### src/rtl/cp_link_pkg.sv
// Shared link-layer types for the CP transmit framer: flit types, header fields, FSM states.
// Optional checksum flit build: define CP_TX_CHECKSUM_EN.
package cp_link_pkg;

    localparam int DEST_W   = 5;
    localparam int NODE_W   = 5;
    localparam int LEN_W    = 6;
    localparam int WORD_W   = 16;
    localparam int DEST_MSB = 15;
    localparam int DEST_LSB = 11;
    localparam int LEN_MSB  = 5;
    localparam int LEN_LSB  = 0;

    typedef enum logic [1:0] {
        FT_SINGLE = 2'b00,
        FT_HEAD   = 2'b01,
        FT_BODY   = 2'b10,
        FT_TAIL   = 2'b11
    } flit_type_t;

    typedef enum logic [1:0] {
        ST_IDLE = 2'd0,
        ST_HEAD = 2'd1,
`ifdef CP_TX_CHECKSUM_EN
        ST_BODY = 2'd2,
        ST_CSUM = 2'd3
`else
        ST_BODY = 2'd2
`endif
    } tx_state_t;

    function automatic logic [WORD_W-1:0] make_head(
        input logic [DEST_W-1:0] dest,
        input logic [NODE_W-1:0] node,
        input logic [LEN_W-1:0]  len
    );
        return {dest, node, len};
    endfunction

endpackage

### src/rtl/cp_tx_fifo.sv
// Synchronous payload FIFO with registered storage; full/empty derived from wrap-bit pointers.
module cp_tx_fifo #(
    parameter int DEPTH = 16,
    parameter int WIDTH = 16
) (
    input  logic             clk,
    input  logic             rst,
    input  logic             push,
    input  logic [WIDTH-1:0] push_data,
    input  logic             pop,
    output logic [WIDTH-1:0] rd_data,
    output logic             full,
    output logic             empty
);

    localparam int AW = $clog2(DEPTH);
    localparam logic [AW:0] PTR_ONE = {{AW{1'b0}}, 1'b1};

    logic [WIDTH-1:0] mem_r [DEPTH];
    logic [AW:0]      wr_ptr_r;
    logic [AW:0]      rd_ptr_r;
    logic             do_push_s;
    logic             do_pop_s;

    assign full      = (wr_ptr_r[AW] != rd_ptr_r[AW]) && (wr_ptr_r[AW-1:0] == rd_ptr_r[AW-1:0]);
    assign empty     = (wr_ptr_r == rd_ptr_r);
    assign do_push_s = push && !full;
    assign do_pop_s  = pop && !empty;
    assign rd_data   = mem_r[rd_ptr_r[AW-1:0]];

    // Pointer update; full is judged on the pre-pop state so a push into a full FIFO is refused.
    always_ff @(posedge clk) begin
        if (!rst) begin
            wr_ptr_r <= {(AW+1){1'b0}};
            rd_ptr_r <= {(AW+1){1'b0}};
        end else begin
            if (do_push_s) begin
                wr_ptr_r <= wr_ptr_r + PTR_ONE;
            end
            if (do_pop_s) begin
                rd_ptr_r <= rd_ptr_r + PTR_ONE;
            end
        end
    end

    // Storage write; contents need no reset because the pointers define validity.
    always_ff @(posedge clk) begin
        if (do_push_s) begin
            mem_r[wr_ptr_r[AW-1:0]] <= push_data;
        end
    end

endmodule

### src/rtl/cp_tx_framer.sv
// Frames GPP header/payload words into link flits (SINGLE/HEAD/BODY/TAIL) with a payload FIFO.
// Define CP_TX_CHECKSUM_EN to append an XOR checksum TAIL flit to every packet.
module cp_tx_framer
    import cp_link_pkg::*;
#(
    parameter int                DEPTH   = 16,
    parameter logic [NODE_W-1:0] NODE_ID = 5'd3
) (
    input  logic              clk,
    input  logic              rst,
    input  logic [WORD_W-1:0] gpp_tx_data,
    input  logic              gpp_trf_dp,
    output logic              gpp_trf_cp,
    output logic              tx_overflow,
    output logic              link_valid,
    output logic [1:0]        link_type,
    output logic [WORD_W-1:0] link_data,
    input  logic              link_ready
);

    tx_state_t          state_r;
    logic [DEST_W-1:0]  dest_r;
    logic [LEN_W-1:0]   len_r;
    logic [LEN_W-1:0]   wr_cnt_r;
    logic [LEN_W-1:0]   rd_cnt_r;
    logic               trf_cp_r;
    logic               overflow_r;
`ifdef CP_TX_CHECKSUM_EN
    logic [WORD_W-1:0]  csum_r;
`endif

    logic               fifo_full_s;
    logic               fifo_empty_s;
    logic [WORD_W-1:0]  fifo_head_s;
    logic               push_req_s;
    logic               push_ok_s;
    logic               drop_s;
    logic               hs_s;
    logic               pop_s;
    logic               last_payload_s;
    logic               valid_s;
    flit_type_t         type_s;
    logic [WORD_W-1:0]  data_s;

    cp_tx_fifo #(
        .DEPTH (DEPTH),
        .WIDTH (WORD_W)
    ) u_fifo (
        .clk       (clk),
        .rst       (rst),
        .push      (push_ok_s),
        .push_data (gpp_tx_data),
        .pop       (pop_s),
        .rd_data   (fifo_head_s),
        .full      (fifo_full_s),
        .empty     (fifo_empty_s)
    );

    // Payload is only accepted once a header is held; the word budget is the header's len.
    assign push_req_s     = gpp_trf_dp && (state_r != ST_IDLE);
    assign push_ok_s      = push_req_s && !fifo_full_s && (wr_cnt_r != len_r);
    assign drop_s         = push_req_s && !push_ok_s;
    assign last_payload_s = (rd_cnt_r == (len_r - 6'd1));
    assign hs_s           = link_valid && link_ready;
    assign pop_s          = hs_s && (state_r == ST_BODY);

    // Flit decode from registered state only; nothing from gpp_tx_data reaches the link directly.
    always_comb begin
        valid_s = 1'b0;
        type_s  = FT_SINGLE;
        data_s  = 16'h0000;
        case (state_r)
            ST_HEAD: begin
                valid_s = 1'b1;
                data_s  = make_head(dest_r, NODE_ID, len_r);
`ifdef CP_TX_CHECKSUM_EN
                type_s  = FT_HEAD;
`else
                if (len_r == 6'd0) begin
                    type_s = FT_SINGLE;
                end else begin
                    type_s = FT_HEAD;
                end
`endif
            end
            ST_BODY: begin
                valid_s = !fifo_empty_s;
                data_s  = fifo_head_s;
`ifdef CP_TX_CHECKSUM_EN
                type_s  = FT_BODY;
`else
                if (last_payload_s) begin
                    type_s = FT_TAIL;
                end else begin
                    type_s = FT_BODY;
                end
`endif
            end
`ifdef CP_TX_CHECKSUM_EN
            ST_CSUM: begin
                valid_s = 1'b1;
                type_s  = FT_TAIL;
                data_s  = csum_r;
            end
`endif
            default: begin
                valid_s = 1'b0;
                type_s  = FT_SINGLE;
                data_s  = 16'h0000;
            end
        endcase
    end

    // Reset kills the link immediately, including the cycle in which it is first sampled.
    assign link_valid  = rst && valid_s;
    assign link_type   = link_valid ? type_s : FT_SINGLE;
    assign link_data   = link_valid ? data_s : 16'h0000;
    assign gpp_trf_cp  = trf_cp_r;
    assign tx_overflow = overflow_r;

    // Packet FSM, counters, sticky overflow and completion flag.
    always_ff @(posedge clk) begin
        if (!rst) begin
            state_r    <= ST_IDLE;
            dest_r     <= 5'd0;
            len_r      <= 6'd0;
            wr_cnt_r   <= 6'd0;
            rd_cnt_r   <= 6'd0;
            trf_cp_r   <= 1'b1;
            overflow_r <= 1'b0;
`ifdef CP_TX_CHECKSUM_EN
            csum_r     <= 16'h0000;
`endif
        end else begin
            if (drop_s) begin
                overflow_r <= 1'b1;
            end
            if (push_ok_s) begin
                wr_cnt_r <= wr_cnt_r + 6'd1;
`ifdef CP_TX_CHECKSUM_EN
                csum_r   <= csum_r ^ gpp_tx_data;
`endif
            end
            case (state_r)
                ST_IDLE: begin
                    if (gpp_trf_dp) begin
                        dest_r   <= gpp_tx_data[DEST_MSB:DEST_LSB];
                        len_r    <= gpp_tx_data[LEN_MSB:LEN_LSB];
                        wr_cnt_r <= 6'd0;
                        rd_cnt_r <= 6'd0;
`ifdef CP_TX_CHECKSUM_EN
                        csum_r   <= 16'h0000;
`endif
                        trf_cp_r <= 1'b0;
                        state_r  <= ST_HEAD;
                    end
                end
                ST_HEAD: begin
                    if (hs_s) begin
                        if (len_r == 6'd0) begin
`ifdef CP_TX_CHECKSUM_EN
                            state_r  <= ST_CSUM;
`else
                            state_r  <= ST_IDLE;
                            trf_cp_r <= 1'b1;
`endif
                        end else begin
                            state_r <= ST_BODY;
                        end
                    end
                end
                ST_BODY: begin
                    if (pop_s) begin
                        rd_cnt_r <= rd_cnt_r + 6'd1;
                        if (last_payload_s) begin
`ifdef CP_TX_CHECKSUM_EN
                            state_r  <= ST_CSUM;
`else
                            state_r  <= ST_IDLE;
                            trf_cp_r <= 1'b1;
`endif
                        end
                    end
                end
`ifdef CP_TX_CHECKSUM_EN
                ST_CSUM: begin
                    if (hs_s) begin
                        state_r  <= ST_IDLE;
                        trf_cp_r <= 1'b1;
                    end
                end
`endif
                default: begin
                    state_r  <= ST_IDLE;
                    trf_cp_r <= 1'b1;
                end
            endcase
        end
    end

endmodule

### config.mk
export PLATFORM = sky130hd
export DESIGN_NAME = cp_tx_framer
export DESIGN_NICKNAME = d
export VERILOG_FILES = /design/src/rtl/cp_link_pkg.sv /design/src/rtl/cp_tx_fifo.sv /design/src/rtl/cp_tx_framer.sv
export SDC_FILE = /design/constraint.sdc
export NUM_CORES = 1
export LEC_CHECK = 0
export ABC_AREA = 0
export CAP_MARGIN = 20
export CELL_PAD_IN_SITES_DETAIL_PLACEMENT = 1
export CELL_PAD_IN_SITES_GLOBAL_PLACEMENT = 1
export CORE_UTILIZATION = 53
export CTS_CLUSTER_DIAMETER = 100
export DETAILED_ROUTE_END_ITERATION = 12
export HOLD_SLACK_MARGIN = 0.06
export PLACE_DENSITY = 0.81
export REMOVE_ABC_BUFFERS = 1
export SYNTH_ARGS = -nofsm -noshare
export SYNTH_HDL_FRONTEND = slang
export SYNTH_SLANG_ARGS = --single-unit
### constraint.sdc
create_clock -name clk -period 4 [get_ports clk]
set_input_delay 0.8 -clock clk [delete_from_list [all_inputs] [get_ports clk]]
set_output_delay 0.8 -clock clk [all_outputs]
set_load 0.02 [all_outputs]
After elaboration in Yosys (flattened, before gate mapping)
Memory sizes are Yosys's and may differ from the RTL's. A register that Yosys moved wholly into a read port is not among the register bits.
Cells that the tools add are included.

storage, ports and cells
  register bits = 37
  bits in latches = 0
  RAM bits = 256
  memory bits (read-only) = 0
  input port bits = 20
  output and inout bits = 21
  logic and storage cells = 77
  memories = 1

cells by class
  add/subtract/negate cells = 5
  $mul = 0
  divide/modulo/power cells = 0
  magnitude comparators = 0
  equality and inequality tests = 12
  shifts and indexed selects = 0
  mux-type cells = 29
  bitwise logic cells = 0
  reduce and logical (&&, ||, !) cells = 21

memories
  memory        words  width  read ports  clocked after Yosys merged registers in  write ports  RTL line          source
  u_fifo.mem_r  16     16     1           1                                        1            cp_tx_fifo.sv:19  logic [WIDTH-1:0] mem_r [DEPTH];

operator list
  cell                 number
  $pmux 16 s2          1
  $mux 6               5
  $mux 16              1
  $add 6x1->6 const B  2
  $mux 2               6
  $pmux 6 s2           1
  $add 5x1->5 const B  2
  $logic_and 1x1->1    10
  $mux 1               9
  $mux 4               2
  $ne 2x2->1 const B   4
  $eq 6x6->1           1
  $logic_not 6->1      1
  $ne 6x6->1           1
  $pmux 2 s3           1
  $sub 6x1->6 const B  1
  $eq 5x5->1           1
  $reduce_and 5->1     1
  $eq 4x4->1           1
  $pmux 2 s2           1
  $reduce_and 4->1     1
  $reduce_bool 2->1    2
  $logic_not 1->1      3
  $pmux 1 s3           1
  8 further kinds      8

Logic depth before layout (Yosys ltp)
  depth after elaboration = 9
  depth in mapped cells = 9
  depth with buffers taken out = 8

By module
Synthesis repeated with hierarchy kept, for this count alone.

unflattened totals
  cells, all modules = 669
  area, all modules = 12,355.6 µm²

modules (own cells, without submodules)
  module        instances  cells an instance  area each (µm²)  seq. area each (µm²)
  cp_tx_fifo    1          459                10,659.0         7,967.6
  cp_tx_framer  1          210                1,696.6          540.5

Worst setup path before layout
Ideal clock, no wire load.

  path type = register -> register
  from = register u_fifo.wr_ptr_r[2]
  to = memory u_fifo.mem_r[15][0] (enable)
  library setup time = 436 ps
  arrival = 2,940 ps
  required time = 3,564 ps
  slack = 623 ps
  cell stages (with the launch flop) = 7
  buffers on the path = 2
  clock period less this slack = 3,377 ps
  path through = dfxtp_1 clkbuf_1 xor2_1 nor4_1 a32o_1 buf_2 nor4_1

on the way
  word-level cells in the longest chain between the ends = 8

ends and longest elaborated chain
  element                          RTL line                              source
  start, declared                  cp_tx_fifo.sv:20                      logic [AW:0] wr_ptr_r;
  start signal, assigned           cp_tx_fifo.sv:34                      wr_ptr_r <= {(AW+1){1'b0}};
  start signal, assigned           cp_tx_fifo.sv:38                      wr_ptr_r <= wr_ptr_r + PTR_ONE;
  $eq 4x4->1                       cp_tx_fifo.sv:25                      assign full = (wr_ptr_r[AW] != rd_ptr_r[AW]) && (wr_ptr_r[AW-1:0] == rd_ptr_r[AW-1:0]);
  $logic_and 1x1->1                cp_tx_fifo.sv:25
  $logic_not 1->1                  cp_tx_fifo.sv:27, cp_tx_framer.sv:61
  $logic_and 1x1->1 (2 in series)  cp_tx_framer.sv:61                    assign push_ok_s = push_req_s && !fifo_full_s && (wr_cnt_r != len_r);
  $logic_and 1x1->1                cp_tx_fifo.sv:27                      assign do_push_s = push && !full;
  $mux 1                           cp_tx_fifo.sv:48                      if (do_push_s) begin
  $mux 1 (not written as such)     cp_tx_fifo.sv:49                      mem_r[wr_ptr_r[AW-1:0]] <= push_data;
  end, declared                    cp_tx_fifo.sv:19

Parallel ways exist; a longest one is shown, timed or not.

Worst setup path in the final report
  from = register u_fifo.wr_ptr_r[1]
  to = output link_data[12]

on the way
  word-level cells in the longest chain between the ends = 5

ends and longest elaborated chain
  element            RTL line             source
  $eq 5x5->1         cp_tx_fifo.sv:26     assign empty = (wr_ptr_r == rd_ptr_r);
  $logic_not 1->1    cp_tx_framer.sv:87   valid_s = !fifo_empty_s;
  $pmux 1 s2         cp_tx_framer.sv:72   case (state_r)
  $logic_and 1x1->1  cp_tx_framer.sv:115  assign link_valid = rst && valid_s;
  $mux 16            cp_tx_framer.sv:117  assign link_data = link_valid ? data_s : 16'h0000;
  end, declared      cp_tx_framer.sv:17   output logic [WORD_W-1:0] link_data,

No other way between the ends.

==> run_results.csv <==
group,metric,value,unit
run_status,outcome,"finished, violations left",
run_status,violations,"design-rule violations",
layout,final_common_cell,"edfxtp_1",
worst_setup_path,ff2ff_setup_slack,1360,ps
synth,synth_flop_cell,"edfxtp_1",
power,p_int,5.193,mW
global_routing,grt_pass1_vias,7210,
routing,met1_length,11590,um
power,p_switching,1.656,mW
layout,finalNetCount,786,
worst_setup_path,critPathKind,"reg2out",
routing,top_layer_used,"met4",
timing,postLayoutSetupSlackWorst,87.79,ps
worst_setup_path,crit_chain,"xor2_1 -> nor4_1 -> buf_4 -> nand2_1 -> o2111ai_4 -> buf_4 -> o21ai_0 -> clkdlybuf4s50_1",
timing,finalMaxSlewViolations,0,
die,ios,41,
routing,wl_met3,2000,um
worst_setup_path,worstSetupEndpoint,"link_data[12]",
placement,dpl_worst_slack,253.9,ps
routing,vias,6591,
die,core_area,22030,um2
worst_setup_path,slowest_delay,570,ps
layout,area_growth,16.68,%
die,die_h,152.5,um
worst_setup_path,path_depth,8,
worst_setup_path,timing.rr.end,"u_fifo.mem_r[2][6]$_DFFE_PP_",
placement,hpwlAfterDp,17220,um
worst_setup_path,start_kind,"register",
layout,multi_input_area,3324,um2
clock_tree,htreeDepth,1,
worst_setup_path,cp_top_family,"buffers and inverters",
clock_tree,tritoncts,"built",
placement,io_buffers,40,
placement,gp_congestion,0.8252,
global_routing,grt_usage,0.2668,
timing,finalSetupViolCount,0,
timing,fin_crit,3912,ps
timing,hold-worst-slack,470.4,ps
worst_setup_path,cp.required,3200,ps
worst_setup_path,crit_start,"u_fifo.wr_ptr_r[1]$_SDFFE_PN0P_",
routing,vias_per_cell,6.241,
worst_setup_path,path_buf_inv,3,
synth,syn_inst,677,
power,p_seq_frac,0.509,
die,num_rows,54,
timing,hold_violations,0,
synth,synth_seq_area_share,0.7087,
clock_tree,clk_latency,560,ps
routing,wire_per_inst,28.15,um
worst_setup_path,r2r-start,"state_r[0]$_SDFFE_PN0P_",
power,power_density,489.0,nW/um2
die,start_util,0.5450,
worst_setup_path,cp.arrival,3110,ps
clock_tree,clockBufferDepth,3,
power,p_leak,4.451,nW
global_routing,grt_max_degree,29,
worst_hold_path,hold_path.class,"reg2reg",
worst_setup_path,end_kind,"output port",
timing,worst_pin_slew,765.2,ps
clock_tree,cts_hold_buf,0,
routing,wirelength,29730,um
worst_setup_path,r2r_cells,9,
die,chipWidth,152.5,um
clock_tree,cts_root_buf,"clkbuf_16",
layout,n_antenna_cell,0,
timing,fin_crit_sh,0.9781,
layout,final-seq-area,8519,um2
power,power_frac_clock,0.391,
timing,fmax,0.2556,GHz
synth,syn_area,12010,um2
clock_tree,clkSinkCount,297,
die,dieArea,23260,um2
global_routing,antenna_found_initial,0,
clock_tree,cts_buffers,30,
worst_setup_path,crit_fanout,7,
layout,final_cell_mix,"256 x edfxtp_1, 80 x mux4_2, 53 x nand2_1",
power,peakVddDrop,0.4519,mV
synth,syn_area_per_cell,17.73,um2
worst_setup_path,slowest_stage,"clkdlybuf4s50_1",
timing,fin_skew,9.709,ps
routing,wl_met2,15270,um
power,switching_share,0.2418,
layout,drive_above_1_share,0.2436,
worst_setup_path,path_common_cell,"buf_4",
routing,dr.pass1.iters,8,
power,p_comb_frac,0.100,
synth,postSynth.asyncResetShare,0,
global_routing,grt_pass1_wl,45130,um
synth,synth_edf_count,256,
clock_tree,path_clk_slew,60,ps
synth,synth.yosys.warnings,0,
timing,relSlewSlack,0.4886,
routing,ant_nets,0,
global_routing,overflow,0,
routing,drc,3,
synth,ys_types,46,
run,drv_cap,0,
layout,n_fill_cell,1905,
synth,ys_seq_elements,297,
routing,drt-initial-drc-count,436,
==> worst min-delay path, cell delays in order (launching register included) <==
cell and delay [ps]:
dfxtp_1 310, nand2_1 60, a21oi_1 60
==> state kept, by name (all words and copies together) (netlist names), named ones only <==
name,flops
state_r,2
len_r,6
rd_cnt_r,6
u_fifo.rd_ptr_r,5
u_fifo.wr_ptr_r,5
dest_r,5
gpp_trf_cp,1
tx_overflow,1
wr_cnt_r,6
u_fifo.mem_r,256
==> power groups by stage <==
stage	Sequential, mW	Clock, mW	Combinational (mW)
2_1_floorplan	3.55	0	0.384
3_3_place_gp	3.55	0	0.634
3_5_place_dp	3.55	0	0.674
4_1_cts	3.49	2.72	0.686
5_1_grt	3.49	2.82	0.750
6_report	3.49	2.68	0.684
==> Yosys cell counts, types with 2 or more instances <==
master      n  share of area
mux4_2     80           0.15
a31oi_1     3         0.0016
a211oi_1    3         0.0019
edfxtp_1  256           0.64
clkbuf_1   20         0.0063
xnor2_1    23          0.017
dfxtp_1    41          0.068
nand2_1    53          0.017
nor2_1     39          0.012
a21oi_1    21         0.0088
nor4_1      5         0.0026
xor2_1     10         0.0073
o31ai_1     2         0.0013
nand4_1     3         0.0016
buf_2       6         0.0025
buf_1       5         0.0016
o22ai_1     3         0.0016
nor2b_1     3         0.0016
mux2i_1     3         0.0025
nor3_1      9         0.0038
nand2b_1    3         0.0016
inv_1      26         0.0081
ha_1       13          0.014
o21ai_0    17         0.0071
nand3_1     7         0.0029
and2_1      3         0.0016
==> metrics by stage <==
| stage | cell area, um2 | setup TNS [ps] | utilization | power, mW | cells |
|---|---|---|---|---|---|
| 3_3_place_gp | 13010 | 0 | 0.5905 | 4.179 | 996 |
| 2_1_floorplan | 11860 | -14050 | - | 3.932 | 644 |
| 6_report | 14010 | 0 | 0.6359 | 6.850 | 1056 |
| 3_5_place_dp | 13010 | 0 | 0.5905 | 4.226 | 996 |
| 5_1_grt | 14010 | -2.627 | 0.6359 | 7.065 | 1056 |
| 4_1_cts | 13990 | 0 | 0.6351 | 6.895 | 1054 |
==> cells by family (layout without fill, tap and decap cells) <==
logic type               count (synthesis)  in the layout  synth area share
AO/OA/AOI/OAI                           60             60           0.03158
multiplexers                            84             84            0.1535
XOR/XNOR                                33             33           0.02407
buffers and inverters                   60            159           0.02032
AND/OR/NAND/NOR                        130            130           0.04825
flip-flops                             297            297            0.7087
adder cells (fa/ha/maj)                 13             13           0.01355
==> routing by layer <==
| metal | GRT usage | up-vias |
|---|---|---|
| li1 | - | 2796 |
| met1 | 0.3506 | 3457 |
| met2 | 0.4646 | 279 |
| met3 | 0.03669 | 59 |
| met4 | 0.08610 | 0 |
| met5 | 0 | - |
==> repair_timing <==
item                                    in CTS  in global routing
endpoints found under the hold margin        0                  0
endpoints found under the setup margin      15                 11
setup buffers                                3                  2
resized for setup                            6                  1
pin swaps                                    0                  1
==> worst min-delay path by stage <==
stage | startpoint | end | slack, ps | depth (start not counted)
floorplan | dest_r[0]$_SDFFE_PN0P_ | dest_r[0]$_SDFFE_PN0P_ | 440 | 2
global placement | dest_r[4]$_SDFFE_PN0P_ | dest_r[4]$_SDFFE_PN0P_ | 450 | 2
detailed placement | dest_r[4]$_SDFFE_PN0P_ | dest_r[4]$_SDFFE_PN0P_ | 460 | 2
CTS | dest_r[4]$_SDFFE_PN0P_ | dest_r[4]$_SDFFE_PN0P_ | 470 | 2
global route | dest_r[2]$_SDFFE_PN0P_ | dest_r[2]$_SDFFE_PN0P_ | 480 | 2
finish | dest_r[4]$_SDFFE_PN0P_ | dest_r[4]$_SDFFE_PN0P_ | 470 | 2
==> layout make-up <==
class / count / share of cell area
Clock buffer: 42 / 0.05895
Clock inverter: 13 / 0.008754
Inverter: 27 / 0.007235
Multi-Input combinational cell: 320 / 0.2373
Sequential cell: 297 / 0.6082
Tap cell: 280 / 0.02501
Timing Repair Buffer: 77 / 0.05449
Note: power is estimated with default switching activity, not from simulation.
